## src/rtl/cpu_pkg.sv

```systemverilog
`default_nettype none
// ============================================================================
//  Module      : cpu_pkg
//  Description : Opcode map, instruction-length decode and stack-operation
//                encoding shared by the JVM integer-subset execution core.
//  Revision    : 1.0  initial release
// ============================================================================
package cpu_pkg;

    localparam logic [7:0] OP_NOP       = 8'h00;
    localparam logic [7:0] OP_ICONST_M1 = 8'h02;
    localparam logic [7:0] OP_ICONST_5  = 8'h08;
    localparam logic [7:0] OP_BIPUSH    = 8'h10;
    localparam logic [7:0] OP_SIPUSH    = 8'h11;
    localparam logic [7:0] OP_ILOAD     = 8'h15;
    localparam logic [7:0] OP_ILOAD_0   = 8'h1A;
    localparam logic [7:0] OP_ILOAD_3   = 8'h1D;
    localparam logic [7:0] OP_ISTORE    = 8'h36;
    localparam logic [7:0] OP_ISTORE_0  = 8'h3B;
    localparam logic [7:0] OP_ISTORE_3  = 8'h3E;
    localparam logic [7:0] OP_POP       = 8'h57;
    localparam logic [7:0] OP_DUP       = 8'h59;
    localparam logic [7:0] OP_IADD      = 8'h60;
    localparam logic [7:0] OP_ISUB      = 8'h64;
    localparam logic [7:0] OP_IINC      = 8'h84;
    localparam logic [7:0] OP_IFEQ      = 8'h99;
    localparam logic [7:0] OP_IFNE      = 8'h9A;
    localparam logic [7:0] OP_GOTO      = 8'hA7;

    typedef enum logic [2:0] {
        NONE      = 3'd0,
        PUSH      = 3'd1,
        POP       = 3'd2,
        POP2_PUSH = 3'd3,
        DUP       = 3'd4
    } stack_op_e;

    function automatic logic [1:0] insn_len(input logic [7:0] op);
        case (op)
            OP_BIPUSH, OP_ILOAD, OP_ISTORE:                 insn_len = 2'd2;
            OP_SIPUSH, OP_IINC, OP_IFEQ, OP_IFNE, OP_GOTO: insn_len = 2'd3;
            default:                                        insn_len = 2'd1;
        endcase
    endfunction

endpackage
`default_nettype wire

```

## src/rtl/cpu_operand_stack.sv

```systemverilog
`default_nettype none
// ============================================================================
//  Module      : cpu_operand_stack
//  Description : Saturating LIFO operand stack; pushes when full are dropped,
//                pops when empty read zero and leave the pointer at zero.
//  Revision    : 1.0  initial release
// ============================================================================
module cpu_operand_stack
    import cpu_pkg::*;
#(
    parameter int DATA_W      = 32,
    parameter int STACK_DEPTH = 16
) (
    input  logic              clk,
    input  logic              rst_n,
    input  stack_op_e         op_i,
    input  logic [DATA_W-1:0] data_i,
    output logic [DATA_W-1:0] tos_o,
    output logic [DATA_W-1:0] nos_o,
    output logic              full_o,
    output logic              empty_o
);

    localparam int SP_W  = $clog2(STACK_DEPTH + 1);
    localparam int IDX_W = $clog2(STACK_DEPTH);

    logic [SP_W-1:0]   sp_q, sp_d, base;
    logic              we;
    logic [IDX_W-1:0]  widx;
    logic [DATA_W-1:0] wdata;
    logic [DATA_W-1:0] mem_q [STACK_DEPTH];

    assign empty_o = (sp_q == '0);
    assign full_o  = (sp_q == SP_W'(STACK_DEPTH));
    assign tos_o   = empty_o ? '0 : mem_q[IDX_W'(sp_q - SP_W'(1))];
    assign nos_o   = (sp_q >= SP_W'(2)) ? mem_q[IDX_W'(sp_q - SP_W'(2))] : '0;

    always_comb begin
        sp_d  = sp_q;
        we    = 1'b0;
        widx  = '0;
        wdata = (op_i == DUP) ? tos_o : data_i;
        base  = '0;
        case (op_i)
            PUSH, DUP: begin
                if (!full_o) begin
                    we   = 1'b1;
                    widx = IDX_W'(sp_q);
                    sp_d = sp_q + SP_W'(1);
                end
            end
            POP: begin
                if (!empty_o) sp_d = sp_q - SP_W'(1);
            end
            POP2_PUSH: begin
                // Missing operands read as zero, so the result lands at max(sp-2,0).
                base = (sp_q >= SP_W'(2)) ? sp_q - SP_W'(2) : '0;
                we   = 1'b1;
                widx = IDX_W'(base);
                sp_d = base + SP_W'(1);
            end
            default: ;
        endcase
    end

    always_ff @(posedge clk or negedge rst_n) begin
        if (!rst_n) sp_q <= '0;
        else        sp_q <= sp_d;
    end

    always_ff @(posedge clk) begin
        if (we) mem_q[widx] <= wdata;
    end

endmodule
`default_nettype wire

```

## src/rtl/cpu_core.sv

```systemverilog
`default_nettype none
// ============================================================================
//  Module      : cpu_core
//  Description : Single-cycle JVM integer-subset execution core with local
//                variable file and PC; define CPU_TRACE_EN for a per-
//                instruction simulation trace.
//  Revision    : 1.0  initial release
// ============================================================================
module cpu_core
    import cpu_pkg::*;
#(
    parameter int DATA_W      = 32,
    parameter int STACK_DEPTH = 16,
    parameter int NUM_LOCALS  = 16
) (
    input  logic              clk,
    input  logic              rst_n,
    input  logic [7:0]        op_code,
    input  logic [7:0]        arg1,
    input  logic [7:0]        arg2,
    output logic [DATA_W-1:0] dataparams,
    output logic [7:0]        dataindex,
    output logic [15:0]       program_counter
);

    localparam int LIDX_W = $clog2(NUM_LOCALS);

    logic [15:0]       pc_q, pc_d;
    logic [7:0]        didx_q, didx_d;
    logic [DATA_W-1:0] locals_q [NUM_LOCALS];

    stack_op_e         stk_op;
    logic [DATA_W-1:0] stk_data, tos, nos, pop_val;
    logic              full, empty;

    logic              loc_we;
    logic [LIDX_W-1:0] loc_widx, lidx_arg;
    logic [DATA_W-1:0] loc_wdata;
    logic [DATA_W-1:0] sext_a1, sext_a2, sext_a12, iconst_val;
    logic signed [8:0] iconst;

    assign lidx_arg   = LIDX_W'(32'(arg1) % NUM_LOCALS);
    assign sext_a1    = {{(DATA_W-8){arg1[7]}}, arg1};
    assign sext_a2    = {{(DATA_W-8){arg2[7]}}, arg2};
    assign sext_a12   = {{(DATA_W-16){arg1[7]}}, arg1, arg2};
    assign iconst     = $signed({1'b0, op_code}) - 9'sd3;
    assign iconst_val = {{(DATA_W-9){iconst[8]}}, iconst};
    assign pop_val    = empty ? '0 : tos;

    always_comb begin
        pc_d      = pc_q + 16'(insn_len(op_code));
        didx_d    = didx_q;
        stk_op    = NONE;
        stk_data  = '0;
        loc_we    = 1'b0;
        loc_widx  = lidx_arg;
        loc_wdata = pop_val;
        case (op_code) inside
            [OP_ICONST_M1:OP_ICONST_5]: begin stk_op = PUSH; stk_data = iconst_val; end
            OP_BIPUSH:                  begin stk_op = PUSH; stk_data = sext_a1;    end
            OP_SIPUSH:                  begin stk_op = PUSH; stk_data = sext_a12;   end
            OP_ILOAD: begin
                stk_op   = PUSH;
                stk_data = locals_q[lidx_arg];
                didx_d   = 8'(lidx_arg);
            end
            [OP_ILOAD_0:OP_ILOAD_3]: begin
                stk_op   = PUSH;
                stk_data = locals_q[LIDX_W'(op_code - OP_ILOAD_0)];
                didx_d   = op_code - OP_ILOAD_0;
            end
            OP_ISTORE: begin
                stk_op = POP;
                loc_we = 1'b1;
                didx_d = 8'(lidx_arg);
            end
            [OP_ISTORE_0:OP_ISTORE_3]: begin
                stk_op   = POP;
                loc_we   = 1'b1;
                loc_widx = LIDX_W'(op_code - OP_ISTORE_0);
                didx_d   = op_code - OP_ISTORE_0;
            end
            OP_POP:  stk_op = POP;
            OP_DUP:  stk_op = full ? NONE : DUP;
            OP_IADD: begin stk_op = POP2_PUSH; stk_data = nos + tos; end
            OP_ISUB: begin stk_op = POP2_PUSH; stk_data = nos - tos; end
            OP_IINC: begin
                // Read and write of the same slot resolve within this cycle.
                loc_we    = 1'b1;
                loc_wdata = locals_q[lidx_arg] + sext_a2;
                didx_d    = 8'(lidx_arg);
            end
            OP_IFEQ: begin
                stk_op = POP;
                if (pop_val == '0) pc_d = pc_q + {arg1, arg2};
            end
            OP_IFNE: begin
                stk_op = POP;
                if (pop_val != '0) pc_d = pc_q + {arg1, arg2};
            end
            OP_GOTO: pc_d = pc_q + {arg1, arg2};
            default: ;
        endcase
    end

    always_ff @(posedge clk or negedge rst_n) begin
        if (!rst_n) begin
            pc_q   <= '0;
            didx_q <= '0;
            for (int i = 0; i < NUM_LOCALS; i++) locals_q[i] <= '0;
        end else begin
            pc_q   <= pc_d;
            didx_q <= didx_d;
            if (loc_we) locals_q[loc_widx] <= loc_wdata;
        end
    end

    cpu_operand_stack #(
        .DATA_W      (DATA_W),
        .STACK_DEPTH (STACK_DEPTH)
    ) u_stack (
        .clk     (clk),
        .rst_n   (rst_n),
        .op_i    (stk_op),
        .data_i  (stk_data),
        .tos_o   (tos),
        .nos_o   (nos),
        .full_o  (full),
        .empty_o (empty)
    );

    assign program_counter = pc_q;
    assign dataparams      = tos;
    assign dataindex       = didx_q;

`ifdef CPU_TRACE_EN
    always @(posedge clk) begin
        if (rst_n) $display("pc=%h op=%h tos=%h sp=%0d", pc_q, op_code, tos, u_stack.sp_q);
    end
`else
`endif

endmodule
`default_nettype wire

```

## config.mk

```make
export PLATFORM = sky130hd
export DESIGN_NAME = cpu_core
export DESIGN_NICKNAME = d
export VERILOG_FILES = /design/src/rtl/cpu_pkg.sv /design/src/rtl/cpu_operand_stack.sv /design/src/rtl/cpu_core.sv
export SDC_FILE = /design/constraint.sdc
export NUM_CORES = 2
export LEC_CHECK = 0
export BUFFER_PORTS_ARGS = -buffer_cell sky130_fd_sc_hd__buf_2
export CAP_MARGIN = 20
export CORE_UTILIZATION = 50
export CTS_BUF_LIST = sky130_fd_sc_hd__clkbuf_4
export DETAILED_ROUTE_END_ITERATION = 10
export PLACE_DENSITY = 0.69
export SYNTH_ARGS = -nofsm -noshare
export SYNTH_HDL_FRONTEND = slang
export SYNTH_SLANG_ARGS = --single-unit
```

## constraint.sdc

```tcl
create_clock -name clk -period 10.6 [get_ports clk]
set_input_delay 2.12 -clock clk [delete_from_list [all_inputs] [get_ports clk]]
set_output_delay 2.12 -clock clk [all_outputs]
set_load 0.02 [all_outputs]
```

# Word level (Yosys, flattened, before mapping)
# Memories as Yosys holds them, arrays and structs flattened.
# Cells that the tools add are included.
# op_classes
addsub	12
n_lt_le_gt_ge	11
eq_ne	23
muxes	107
bitwise	6
reduce_logical	14
# op_table
op	n
2-to-1 mux 32 bit	32
bitwise mux 512 bit	1
2-to-1 mux 16 bit	17
binary-select mux 32 bit (select 4 bit)	2
demux 32 bit (select 4 bit)	1
2-to-1 mux 8 bit	9
adder 32 bit	2
2-to-1 mux 3 bit	11
== test 8 x 7 -> 1 bit (second input constant)	4
== test 8 bit (second input constant)	4
logical NOT 32 bit	1
2-to-1 mux 4 bit	8
nonzero test 32 bit	1
subtractor 32 bit	1
== test 8 x 5 -> 1 bit (second input constant)	3
inequality test 5 bit (second input constant)	4
adder 16 bit	1
adder 16 x 2 -> 16 bit	1
greater-or-equal comparator 5 bit (second input constant)	3
2-to-1 mux 1 bit	15
2-to-1 mux 5 bit	3
inverter 4 -> 5 bit	3
case mux 5 bit (3 select lines)	1
adder 5 x 1 -> 5 bit (second input constant)	2
other kinds (33)	43
# totals
reg_bits	541
ram_bits	512
input_bits	26
output_inout_bits	56
mem_count	1
# mem_list
name	depth	word_bits	rd	rd_ports_with_merged_regs	write_ports	line_no	rtl
u_stack.mem_q	16	32	2	0	1	cpu_operand_stack.sv:31	logic [DATA_W-1:0] mem_q [STACK_DEPTH];

# Logic depth before layout (Yosys ltp)
# depth
depth_word	20
mapped_depth	32
ltp_nobuf	22

# Cells and area by module
# Synthesis repeated with hierarchy kept, for this count alone.
# hier_totals
hier_cells	4699
area_unflattened_um2	59663.5
# modules_own_cells
module	n_inst	cells_per_inst	area_each_um2	seq_area_each_um2
cpu_core	1	3491	34914.7	13412.9
cpu_operand_stack	1	1208	24748.7	15499.9

# Worst setup path after synthesis
# Ideal clock, no wire load.
# synth_path
path_kind	reg-to-reg
start	reg u_stack.sp_q[0]
end	mem u_stack.mem_q[0][24] (data pin)
setup_time_ns	0.347
arrival_time_ns	7.860
t_required_ns	10.253
slack_ns	2.393
stages_incl_launch_ff	33
n_path_buf	11
cell_sequence	dfrtp_1 buf_4 buf_2 inv_1 buf_1 buf_1 ha_1 xor2_2 buf_4 buf_4 buf_4 buf_4 buf_4 buf_2 nand2_1 and3_1 a211oi_1 inv_1 ha_1 clkbuf_1 nor3_1 nand2_1 nor3_1 and4_1 a32oi_1 a221oi_1 a211o_1 a21oi_1 nor2_1 nor2_1 xnor2_1 a21oi_1 a221oi_1
# synth_between
elab_chain_len	16
# synth_lines
element	line_no	rtl
start, declared	cpu_operand_stack.sv:27	logic [SP_W-1:0] sp_q, sp_d, base;
start signal, assigned	cpu_operand_stack.sv:68	else sp_q <= sp_d;
subtractor 5 x 1 -> 5 bit	cpu_operand_stack.sv:35	assign tos_o = empty_o ? '0 : mem_q[IDX_W'(sp_q - SP_W'(1))];
memory (16 x 32 bit)	n/a	
2-to-1 mux 32 bit *	cpu_operand_stack.sv:35	
via dataparams[8]	cpu_core.sv:21	output logic [DATA_W-1:0] dataparams,
subtractor 32 bit	cpu_core.sv:86	OP_ISUB: begin stk_op = POP2_PUSH; stk_data = nos - tos; end
2-to-1 mux 32 bit	cpu_core.sv:58	case (op_code) inside
2-to-1 mux 32 bit * (10 in series)	cpu_core.sv:58	
2-to-1 mux 32 bit *	cpu_operand_stack.sv:42	wdata = (op_i == DUP) ? tos_o : data_i;
via u_stack.wdata[24]	cpu_operand_stack.sv:30	logic [DATA_W-1:0] wdata;
end, declared	cpu_operand_stack.sv:31	
# The timed path passes the listed nets; every way through them passes the cells marked *.

# Worst setup path in the final report
# layout_path
start	reg u_stack.sp_q[1]
end	mem u_stack.mem_q[2][30] (data pin)
# layout_between
elab_chain_len	16
# layout_lines
element	line_no
subtractor 5 x 2 -> 5 bit or subtractor 5 x 1 -> 5 bit (tied branches)	cpu_operand_stack.sv:36, cpu_operand_stack.sv:35
memory (16 x 32 bit)	n/a
2-to-1 mux 32 bit, on equally long branches	cpu_operand_stack.sv:36, cpu_operand_stack.sv:35
subtractor 32 bit	cpu_core.sv:86
2-to-1 mux 32 bit (11 in series)	cpu_core.sv:58
2-to-1 mux 32 bit *	cpu_operand_stack.sv:42
via u_stack.wdata[30]	cpu_operand_stack.sv:30
# Marks and branches as above.

==> qor.csv <==
metric,value,unit
synth.most_common_cell,nand2_1,
post-dp-hpwl,117000,µm
wl_per_cell,27.7,µm
worstPathMaxFanout,31,
dieArea,0.120,mm²
clock_path_buffers,4,
timing.final.crit_share,80.3,%
cp-start-kind,flip-flop,
finalSetupViolCount,0,
grt_pass1_wl,274000,µm
synthesis.nets,4873,
r2r_end,u_stack.mem_q[2][30],
fmax,117,MHz
postRouteAntennaNets,0,
finalHoldViolCount,0,
start_util,50.6,%
h-tree-depth,5,
min_from,locals_q[160],
drive_gt1_share,26.3,%
crit_chain,"inv_1, ha_1, xor2_4, buf_4, buf_4, mux4_2, mux2i_1, mux2i_1, nand2_1, ha_1, or2_2, nor3_1, and4_1, a32oi_1, a221oi_1, a211o_1, nand3_1, a21oi_1, o21a_1, o21ai_0, a32oi_1",
rr_startpoint,u_stack.sp_q[1],
slew_headroom,14.5,%
ys_types,90,
clock_skew,0.107,ns
synth_xor_xnor_area_share,1.29,%
ios,82,
rsz0062_at_grt,no,
worstPathRequired,11.40,ns
grt_use_total,30.7,%
reg2reg_setup_slack,2.09,ns
worstPathArrival,9.31,ns
status,"finished, final reports clean",
cts_tree,done,
min_period,8.51,ns
cts_root_buf,clkbuf_4,
synth_adder_area_share,2.71,%
synthTopCellsByCount,"nand2_1, mux4_2, o21ai_0, dfrtp_1, edfxtp_1",
route.vias.total,43600,
cts.clk_slew.worst_paths,0.07,ns
min_path_cells,2,
grt_pass1_vias,43200,
tightest_slew,1.28,ns
fin_nets,5040,
slowest_delay,0.96,ns
antenna_found_initial,6,
yosys_warnings,0,
hp-class,reg2reg,
path_delay_family,compound AO/OA/AOI/OAI gates,
syn_avg_cell_area,12.5,µm²
chipHeight,346,µm
drcViolationCount,0,
clk_latency,1.26,ns
worstSetupPathType,reg2reg,
numCtsBuffers,291,
synth-main-ff-cell,dfrtp_1,
syn_area,0.0591,mm²
drt_first_pass_iters,7,
fillCellCount,9586,
whs_endpoint,locals_q[160],
synth_compound_area_share,11.2,%
synthCells,4721,
reg2reg_depth,21,
synth.top_cell.area_share,26.0,%
ys_seq_area_share,48.9,%
synth_top_family_by_area,multiplexers,
gp_congestion,0.964,
grt_max_degree,142,
area_growth,9.76,%
overflow,0,
fp.dieW,346,µm
yosys.area.top_type,edfxtp_1,
tns,0,ns
cap_violations,0,
drt-total-wl,182000,µm
post_cts_buffers,0,
end_kind,flip-flop,
post_cts_resized,0,
drt-initial-drc-count,5641,
core_region_area,0.117,mm²
synth.area.top_cells,"edfxtp_1, dfrtp_1, mux4_2",
synth-simple-area-share,8.35,%
placement.io_buffers,81,
synth-seq-cells,1053,
rows,125,
synth_edf_count,512,
synth.mux.area_fraction,24.5,%
slowest_stage,a32oi_1,
cts_hold_buf,0,
clock_sinks,1053,
async_flop_share,51.4,%
slew_violations,0,
via_per_inst,6.62,
cp.buffers_inverters,3,
==> tightest hold or removal path, stage by stage (launching register included) <==
cell and delay (ns):
dfrtp_1 0.35, nand2_1 0.05, o21ai_0 0.06
==> cell usage in the layout (no fill, tap or decap), types with 43 or more instances in the layout <==
cell type / synthesis / layout
clkinv_1: 0 / 43
ha_1: 123 / 121
xnor2_1: 57 / 54
a21oi_1: 261 / 259
o21ai_0: 543 / 541
clkbuf_4: 0 / 397
mux4_2: 587 / 587
nor2_1: 286 / 270
buf_2: 23 / 75
edfxtp_1: 512 / 512
nand2_1: 646 / 629
inv_1: 93 / 92
mux2i_1: 110 / 110
buf_4: 9 / 149
dfrtp_1: 541 / 539
==> kinds of logic after synthesis <==
group	count (synthesis)
multiplexers	710
buffers and inverters	458
XOR/XNOR	86
AO/OA/AOI/OAI	1124
AND/OR/NAND/NOR	1164
adder cells (fa/ha/maj)	126
flip-flops	1053
==> worst max-delay path by stage <==
stage                          from              endpoint  cells after the start
global placement            arg1[0]         locals_q[223]                     18
detailed placement          arg1[0]         locals_q[376]                     15
finish              u_stack.sp_q[1]  u_stack.mem_q[2][30]                     21
CTS                 u_stack.sp_q[0]  u_stack.mem_q[9][31]                     20
floorplan           u_stack.sp_q[0]  u_stack.mem_q[0][24]                     32
global route        u_stack.sp_q[0]  u_stack.mem_q[2][30]                     20
==> area by class of cell <==
class / instances / area, µm² / area share [%]
inverter: 95 / 357 / 0.550
tap: 1524 / 1910 / 2.94
clock buffer: 397 / 2980 / 4.60
timing repair buffer: 237 / 1700 / 2.63
multi-input combinational: 3210 / 28600 / 44.2
sequential: 1053 / 28900 / 44.6
clock inverter: 66 / 319 / 0.492
antenna: 2 / 5.00 / 0.00772
==> flip-flops by register name (all words and copies together) (netlist names) <==
signal / count
u_stack.sp_q: 5
program_counter: 16
dataindex: 8
locals_q: 512
u_stack.mem_q: 512
==> metal layers <==
layer,global-route usage (%),wire length (µm),vias up
li1,-,-,18600
met2,46.4,83100,2639
met3,7.85,20800,401
met4,13.6,7650,4
met1,42.0,70700,21900
met5,0,27,-
==> metrics by stage <==
step,util (%),instance area [µm²],hold WS [ns],cells,setup slack [ns]
2_1_floorplan,-,59100,0.461,4721,2.39
3_3_place_gp,52.6,61300,0.473,6092,1.89
3_5_place_dp,52.6,61400,0.486,6099,2.26
4_1_cts,55.4,64700,0.500,6562,2.29
5_1_grt,55.6,64800,0.513,6584,1.73
6_report,55.6,64800,0.496,6584,2.09
Power is not shown: default switching activity piles up to over one toggle a cycle in this logic, so the estimate is an artifact.
